File: config.mk
export PLATFORM = sky130hd
export DESIGN_NAME = spi_bus_arbiter
export DESIGN_NICKNAME = d
export VERILOG_FILES = /design/src/rtl/spi_bus_arbiter.sv
export SDC_FILE = /design/constraint.sdc
export NUM_CORES = 1
export LEC_CHECK = 0
export ABC_AREA = 1
export BUFFER_PORTS_ARGS = -buffer_cell sky130_fd_sc_hd__buf_2
export CAP_MARGIN = 20
export CORE_MARGIN = 5
export CORE_UTILIZATION = 25
export CTS_CLUSTER_DIAMETER = 200
export DETAILED_ROUTE_END_ITERATION = 10
export GPL_TIMING_DRIVEN = 0
export SLEW_MARGIN = 20
export SYNTH_ARGS = -nofsm -noshare
export SYNTH_HDL_FRONTEND = slang
export SYNTH_SLANG_ARGS = --single-unit
export TNS_END_PERCENT = 1
File: constraint.sdc
create_clock -name clk -period 1.7 [get_ports clk]
set_input_delay 0.34 -clock clk [delete_from_list [all_inputs] [get_ports clk]]
set_output_delay 0.34 -clock clk [all_outputs]
set_load 0.03 [all_outputs]
File: src/rtl/spi_bus_arbiter.sv
// spi_bus_arbiter: shares one SPI port between N_REQ engines with an idle gap and a grant watchdog.
// Define SPI_ARB_RR_EN for round-robin arbitration; otherwise lowest requesting index wins.
module spi_bus_arbiter #(
    parameter int N_REQ   = 3,
    parameter int TIMEOUT = 200000,
    parameter int GAP     = 16
) (
    input  logic             clk,
    input  logic             rst_n,
    input  logic [N_REQ-1:0] req,
    input  logic [N_REQ-1:0] done,
    input  logic [N_REQ-1:0] m_spi_clk,
    input  logic [N_REQ-1:0] m_spi_mosi,
    input  logic [N_REQ-1:0] m_spi_le,
    output logic [N_REQ-1:0] gnt,
    output logic             busy,
    output logic [N_REQ-1:0] timeout_err,
    output logic             spi_clk,
    output logic             spi_mosi,
    output logic             spi_le,
    input  logic             spi_miso
);

    localparam int MAXC = (TIMEOUT > GAP) ? TIMEOUT : GAP;
    localparam int CW   = $clog2(MAXC) + 1;
    localparam int IW   = (N_REQ > 1) ? $clog2(N_REQ) : 1;

    typedef enum logic [1:0] {
        S_IDLE,
        S_GRANT,
        S_GAP
    } state_e;

    state_e           state_q, state_d;
    logic [N_REQ-1:0] gnt_q, gnt_d;
    logic [N_REQ-1:0] err_q, err_d;
    logic [CW-1:0]    cnt_q, cnt_d;
    logic [IW-1:0]    winIdx;
    logic [IW-1:0]    scanIdx;
    logic [N_REQ-1:0] winOh;
    logic             ownerDone;
    logic             ownerReq;
    logic             timeoutHit;
    logic             unused_miso;

    // MISO is broadcast to all engines outside this block.
    assign unused_miso = spi_miso;

`ifdef SPI_ARB_RR_EN
    logic [IW-1:0] last_q;

    // Search starts just after the previous owner; the owner itself is scanned last.
    always_comb begin
        winIdx  = '0;
        scanIdx = '0;
        for (int off = N_REQ; off >= 1; off--) begin
            scanIdx = IW'((int'(last_q) + off) % N_REQ);
            if (req[scanIdx]) winIdx = scanIdx;
        end
    end

    always_ff @(posedge clk or negedge rst_n) begin
        if (!rst_n) begin
            last_q <= IW'(N_REQ - 1);
        end else if (state_q == S_IDLE && |req) begin
            last_q <= winIdx;
        end
    end
`else
    always_comb begin
        winIdx  = '0;
        scanIdx = '0;
        for (int i = N_REQ - 1; i >= 0; i--) begin
            scanIdx = IW'(i);
            if (req[scanIdx]) winIdx = scanIdx;
        end
    end
`endif

    assign winOh      = N_REQ'(1) << winIdx;
    assign ownerDone  = |(done & gnt_q);
    assign ownerReq   = |(req & gnt_q);
    assign timeoutHit = (cnt_q == CW'(TIMEOUT - 1));

    always_ff @(posedge clk or negedge rst_n) begin
        if (!rst_n) begin
            state_q <= S_IDLE;
            gnt_q   <= '0;
            err_q   <= '0;
            cnt_q   <= '0;
        end else begin
            state_q <= state_d;
            gnt_q   <= gnt_d;
            err_q   <= err_d;
            cnt_q   <= cnt_d;
        end
    end

    // Done and voluntary release both take priority over the watchdog.
    always_comb begin
        state_d = state_q;
        gnt_d   = gnt_q;
        err_d   = err_q;
        cnt_d   = cnt_q;
        unique case (state_q)
            S_IDLE: begin
                if (|req) begin
                    gnt_d   = winOh;
                    cnt_d   = '0;
                    state_d = S_GRANT;
                end
            end
            S_GRANT: begin
                cnt_d = cnt_q + CW'(1);
                if (ownerDone || !ownerReq) begin
                    gnt_d   = '0;
                    cnt_d   = '0;
                    state_d = S_GAP;
                end else if (timeoutHit) begin
                    gnt_d   = '0;
                    err_d   = err_q | gnt_q;
                    cnt_d   = '0;
                    state_d = S_GAP;
                end
            end
            S_GAP: begin
                if (cnt_q == CW'(GAP - 1)) begin
                    cnt_d   = '0;
                    state_d = S_IDLE;
                end else begin
                    cnt_d = cnt_q + CW'(1);
                end
            end
            default: begin
                gnt_d   = '0;
                cnt_d   = '0;
                state_d = S_IDLE;
            end
        endcase
    end

    // Pins follow the registered grant, so reset idles them without waiting for a clock.
    assign spi_clk     = |(gnt_q & m_spi_clk);
    assign spi_mosi    = |(gnt_q & m_spi_mosi);
    assign spi_le      = ~|(gnt_q & ~m_spi_le);
    assign gnt         = gnt_q;
    assign busy        = (state_q != S_IDLE);
    assign timeout_err = err_q;

endmodule

==> metrics.txt <==
# TYPE chip_impl_metric gauge
chip_impl_metric{name="dr.first_iter.drc_count",unit=""} 120
chip_impl_metric{name="syn-instance-count",unit=""} 250
chip_impl_metric{name="p_per_area",unit="mW/mm^2"} 1010
chip_impl_metric{name="post_drt_wl_per_cell",unit="microns"} 11.4
chip_impl_metric{name="dpl_worst_slack",unit="ns"} -0.0208
chip_impl_info{name="delay_heaviest_family_cp",value="simple AND/OR/NAND/NOR gates"} 1
chip_impl_info{name="clock_tree_from_tritoncts",value="done"} 1
chip_impl_metric{name="place_area",unit="sq mm"} 0.00208
chip_impl_metric{name="hold_viol_final",unit=""} 0
chip_impl_metric{name="finalWeightedCongestion",unit=""} 0.812
chip_impl_metric{name="cp.buffers_inverters",unit=""} 3
chip_impl_metric{name="skew",unit="ns"} 0.00252
chip_impl_metric{name="use_met2",unit="%"} 16.5
chip_impl_metric{name="crit_path_max_fanout",unit=""} 5
chip_impl_metric{name="clock_latency",unit="ns"} 0.27
chip_impl_metric{name="die-height",unit="microns"} 95.5
chip_impl_metric{name="ff2ff_path_depth",unit=""} 11
chip_impl_metric{name="clkTransAtPathRegs",unit="ns"} 0.09
chip_impl_info{name="status",value="completed"} 1
chip_impl_metric{name="clk_path_buf_depth",unit=""} 2
chip_impl_info{name="endpoint",value="cnt_q[9]"} 1
chip_impl_metric{name="rrSetupSlack",unit="ns"} 0.06
chip_impl_metric{name="arr_time_crit_path",unit="ns"} 1.85
chip_impl_metric{name="postRouteAntennaNets",unit=""} 0
chip_impl_metric{name="max_freq",unit="GHz"} 0.610
chip_impl_info{name="critPathLaunchType",value="flop"} 1
chip_impl_info{name="regToRegEndpoint",value="cnt_q[9]"} 1
chip_impl_metric{name="boundaryPins",unit=""} 28
chip_impl_info{name="holdCritPathClass",value="in2async"} 1
chip_impl_info{name="mostFrequentLayoutCells",value="67 x sky130_fd_sc_hd__nand2_1, 30 x sky130_fd_sc_hd__nor2_1, 27 x sky130_fd_sc_hd__buf_2, 26 x sky130_fd_sc_hd__dfrtp_1, 22 x sky130_fd_sc_hd__inv_1"} 1
chip_impl_info{name="layout.cells.most_common",value="sky130_fd_sc_hd__nand2_1"} 1
chip_impl_metric{name="max_slew.worst_pin.slew",unit="ns"} 0.632
chip_impl_metric{name="grt_util_met1",unit="%"} 13.9
chip_impl_metric{name="timing.final.crit_period",unit="ns"} 1.64
chip_impl_metric{name="synth_seq_cells",unit=""} 27
chip_impl_metric{name="dieArea",unit="sq mm"} 0.00912
chip_impl_metric{name="grtUsageMet3",unit="%"} 1.66
chip_impl_metric{name="drc",unit=""} 0
chip_impl_info{name="synth_ff_type",value="sky130_fd_sc_hd__dfrtp_1"} 1
chip_impl_metric{name="cts-htree-levels",unit=""} 1
chip_impl_info{name="rsz_0062_raised_after_global_routing",value="yes"} 1
chip_impl_metric{name="yosysUniqueCellTypes",unit=""} 28
chip_impl_metric{name="final_area",unit="sq mm"} 0.00232
chip_impl_metric{name="finalSetupViolCount",unit=""} 0
chip_impl_metric{name="number_of_fillers_in_the_final_layout",unit=""} 768
chip_impl_metric{name="die_w",unit="microns"} 95.5
chip_impl_metric{name="vias_in_the_first_global_route",unit=""} 1676
chip_impl_metric{name="port_buffers",unit=""} 26
chip_impl_metric{name="finalPower",unit="W"} 0.00236
chip_impl_info{name="crit_path_top_delay_cell",value="sky130_fd_sc_hd__dfrtp_1"} 1
chip_impl_metric{name="synth_enable_flop_cells",unit=""} 0
chip_impl_info{name="reg2reg_from",value="state_q[1]"} 1
chip_impl_metric{name="minimum_setup_slack_in_the_final_design",unit="ns"} 0.0595
chip_impl_metric{name="vdd_drop_max",unit="mV"} 0.744
chip_impl_metric{name="mappedNetlistArea",unit="sq mm"} 0.00183
chip_impl_metric{name="hold_ws",unit="ns"} 0.0744
chip_impl_metric{name="slowest_delay",unit="ns"} 0.42
chip_impl_metric{name="core.rowCount",unit=""} 31
chip_impl_metric{name="cts_inserted_buffers",unit=""} 3
chip_impl_info{name="setup.worst_path.class",value="reg2reg"} 1
chip_impl_metric{name="hpwlAfterDp",unit="microns"} 3330
chip_impl_metric{name="dr.pass1.iters",unit=""} 4
chip_impl_metric{name="timing_max_transition_violations_final",unit=""} 0
chip_impl_metric{name="synth_area_per_inst",unit="sq um"} 7.31
chip_impl_metric{name="syn-num-nets",unit=""} 272
chip_impl_metric{name="totalWireLength",unit="microns"} 4430
chip_impl_info{name="endpoint_kind",value="flop"} 1
chip_impl_metric{name="drive_gt1_share",unit="%"} 28.8
chip_impl_metric{name="cts_sinks",unit=""} 27
chip_impl_metric{name="syn_to_final_growth",unit="%"} 27.1
chip_impl_metric{name="vias_cell",unit=""} 4.42
chip_impl_metric{name="synth_seq_area_share",unit="%"} 37.0
chip_impl_metric{name="post-route-period-util",unit="%"} 96.5
chip_impl_metric{name="track_usage",unit="%"} 10.1
chip_impl_info{name="cts_root_cell",value="sky130_fd_sc_hd__clkbuf_8"} 1
chip_impl_metric{name="maxCapViolCount",unit=""} 0
chip_impl_metric{name="grt_overflow_total",unit=""} 0
chip_impl_metric{name="grt_pass1_wl",unit="microns"} 7600
chip_impl_info{name="grt-busiest-layer",value="met2"} 1
chip_impl_metric{name="async_reset_ff_share",unit="%"} 100
chip_impl_info{name="crit_path_start",value="state_q[1]"} 1
chip_impl_metric{name="antenna_cells",unit=""} 0
chip_impl_metric{name="initial_core_utilization",unit="%"} 25.5
chip_impl_metric{name="yosysWarningCount",unit=""} 0
chip_impl_metric{name="core_outline_area",unit="sq mm"} 0.00718
chip_impl_metric{name="fin_nets",unit=""} 311
chip_impl_metric{name="worst_ep_required_time",unit="ns"} 1.91
chip_impl_metric{name="routed-via-count",unit=""} 1712
chip_impl_metric{name="slew-limit-headroom",unit="%"} 57.8
chip_impl_metric{name="maximum_number_of_pins_on_one_net_before_global_route_repair",unit=""} 28
chip_impl_metric{name="antenna_found_initial",unit=""} 0
chip_impl_metric{name="cp.depth",unit=""} 11
chip_impl_metric{name="leakage_dissipation",unit="nW"} 0.962
chip_impl_info{name="worstPathCellList",value="inv_2 -> ha_4 -> inv_2 -> a21oi_2 -> nand3_2 -> nor2_4 -> nand2_4 -> nand2_8 -> nand2_8 -> clkbuf_16 -> a21oi_4"} 1
## where the power goes
group | internal [W] | switching, W | total, W
clock | 0.000168 | 0.000207 | 0.000375
sequential | 0.000700 | 0.0000754 | 0.000775
combinational | 0.000481 | 0.000725 | 0.00121
## state kept, by name, indices dropped and copies added (netlist names)
signal / flops
cnt_q: 19
gnt: 3
state_q: 2
timeout_err: 3
## how the worst min path moves through the flow
| stage | startpoint | depth (start not counted) | end |
|---|---|---|---|
| 2_1_floorplan | rst_n | 0 | cnt_q[0] |
| 3_3_place_gp | rst_n | 1 | cnt_q[13] |
| 3_5_place_dp | rst_n | 1 | cnt_q[11] |
| 4_1_cts | rst_n | 1 | cnt_q[11] |
| 5_1_grt | rst_n | 1 | cnt_q[13] |
| 6_report | rst_n | 1 | cnt_q[13] |
## timing repair
item	CTS	global route
hold buffers	0	0
cloned	0	1
buffers inserted	0	7
gates resized for setup	2	27
setup endpoints to repair	19	25
pin swaps	0	8
endpoints found under the hold margin	0	0
## logic make-up after synthesis
kind of cell / synth area share, %
simple gates: 37.1
buf+inv: 8.29
compound gates: 11.0
flops: 37.0
xor+xnor: 3.84
fa+ha+maj: 2.74
## worst reg2reg max path: cells and delay by family (launching register included)
family          cells  cell delay, ns
compound gates      2            0.22
fa+ha+maj           1            0.13
buf+inv             3            0.32
flops               1            0.42
simple gates        5            0.49
## per-stage QoR
step	util (%)	std cells	setup TNS, ns
global route	32.3	387	-0.414
floorplan	-	250	0
detailed placement	29.0	375	-0.0486
global placement	29.0	375	-0.0370
CTS	29.7	379	-0.268
finish	32.3	387	0
## synthesized netlist by cell type, types with 2 or more instances
library cell,count,area [sq um]
sky130_fd_sc_hd__xnor2_1,3,26.3
sky130_fd_sc_hd__a21oi_1,6,30.0
sky130_fd_sc_hd__o21ai_0,10,50.1
sky130_fd_sc_hd__nand3_1,24,120
sky130_fd_sc_hd__nor2_1,33,124
sky130_fd_sc_hd__nand2_1,68,255
sky130_fd_sc_hd__nor3_1,4,20.0
sky130_fd_sc_hd__ha_1,4,50.1
sky130_fd_sc_hd__a21oi_2,10,87.6
sky130_fd_sc_hd__nand2_2,3,18.8
sky130_fd_sc_hd__buf_2,2,10.0
sky130_fd_sc_hd__inv_1,25,93.8
sky130_fd_sc_hd__nand3_2,2,20.0
sky130_fd_sc_hd__clkinv_1,2,7.51
sky130_fd_sc_hd__nand2_4,3,33.8
sky130_fd_sc_hd__nor2_4,2,22.5
sky130_fd_sc_hd__xor2_1,5,43.8
sky130_fd_sc_hd__nand4_1,4,25.0
sky130_fd_sc_hd__dfrtp_1,27,676
sky130_fd_sc_hd__o21bai_1,3,22.5
sky130_fd_sc_hd__nor2_2,3,18.8
## layer usage
metal | routed length (microns) | vias up
li1 | - | 877
met1 | 2150 | 807
met2 | 2120 | 21
met3 | 117 | 7
met4 | 49 | 0
met5 | 0 | -
## cell type report
| cell class | instances | area [sq um] | share of cell area, % |
|---|---|---|---|
| Buffer | 4 | 47.5 | 2.05 |
| Clock buffer | 4 | 45.0 | 1.94 |
| Inverter | 29 | 114 | 4.91 |
| Multi-Input combinational cell | 190 | 1100 | 47.5 |
| Sequential cell | 27 | 677 | 29.2 |
| Tap cell | 99 | 124 | 5.34 |
| Timing Repair Buffer | 34 | 211 | 9.11 |
Power figures use the tool's default switching activity.
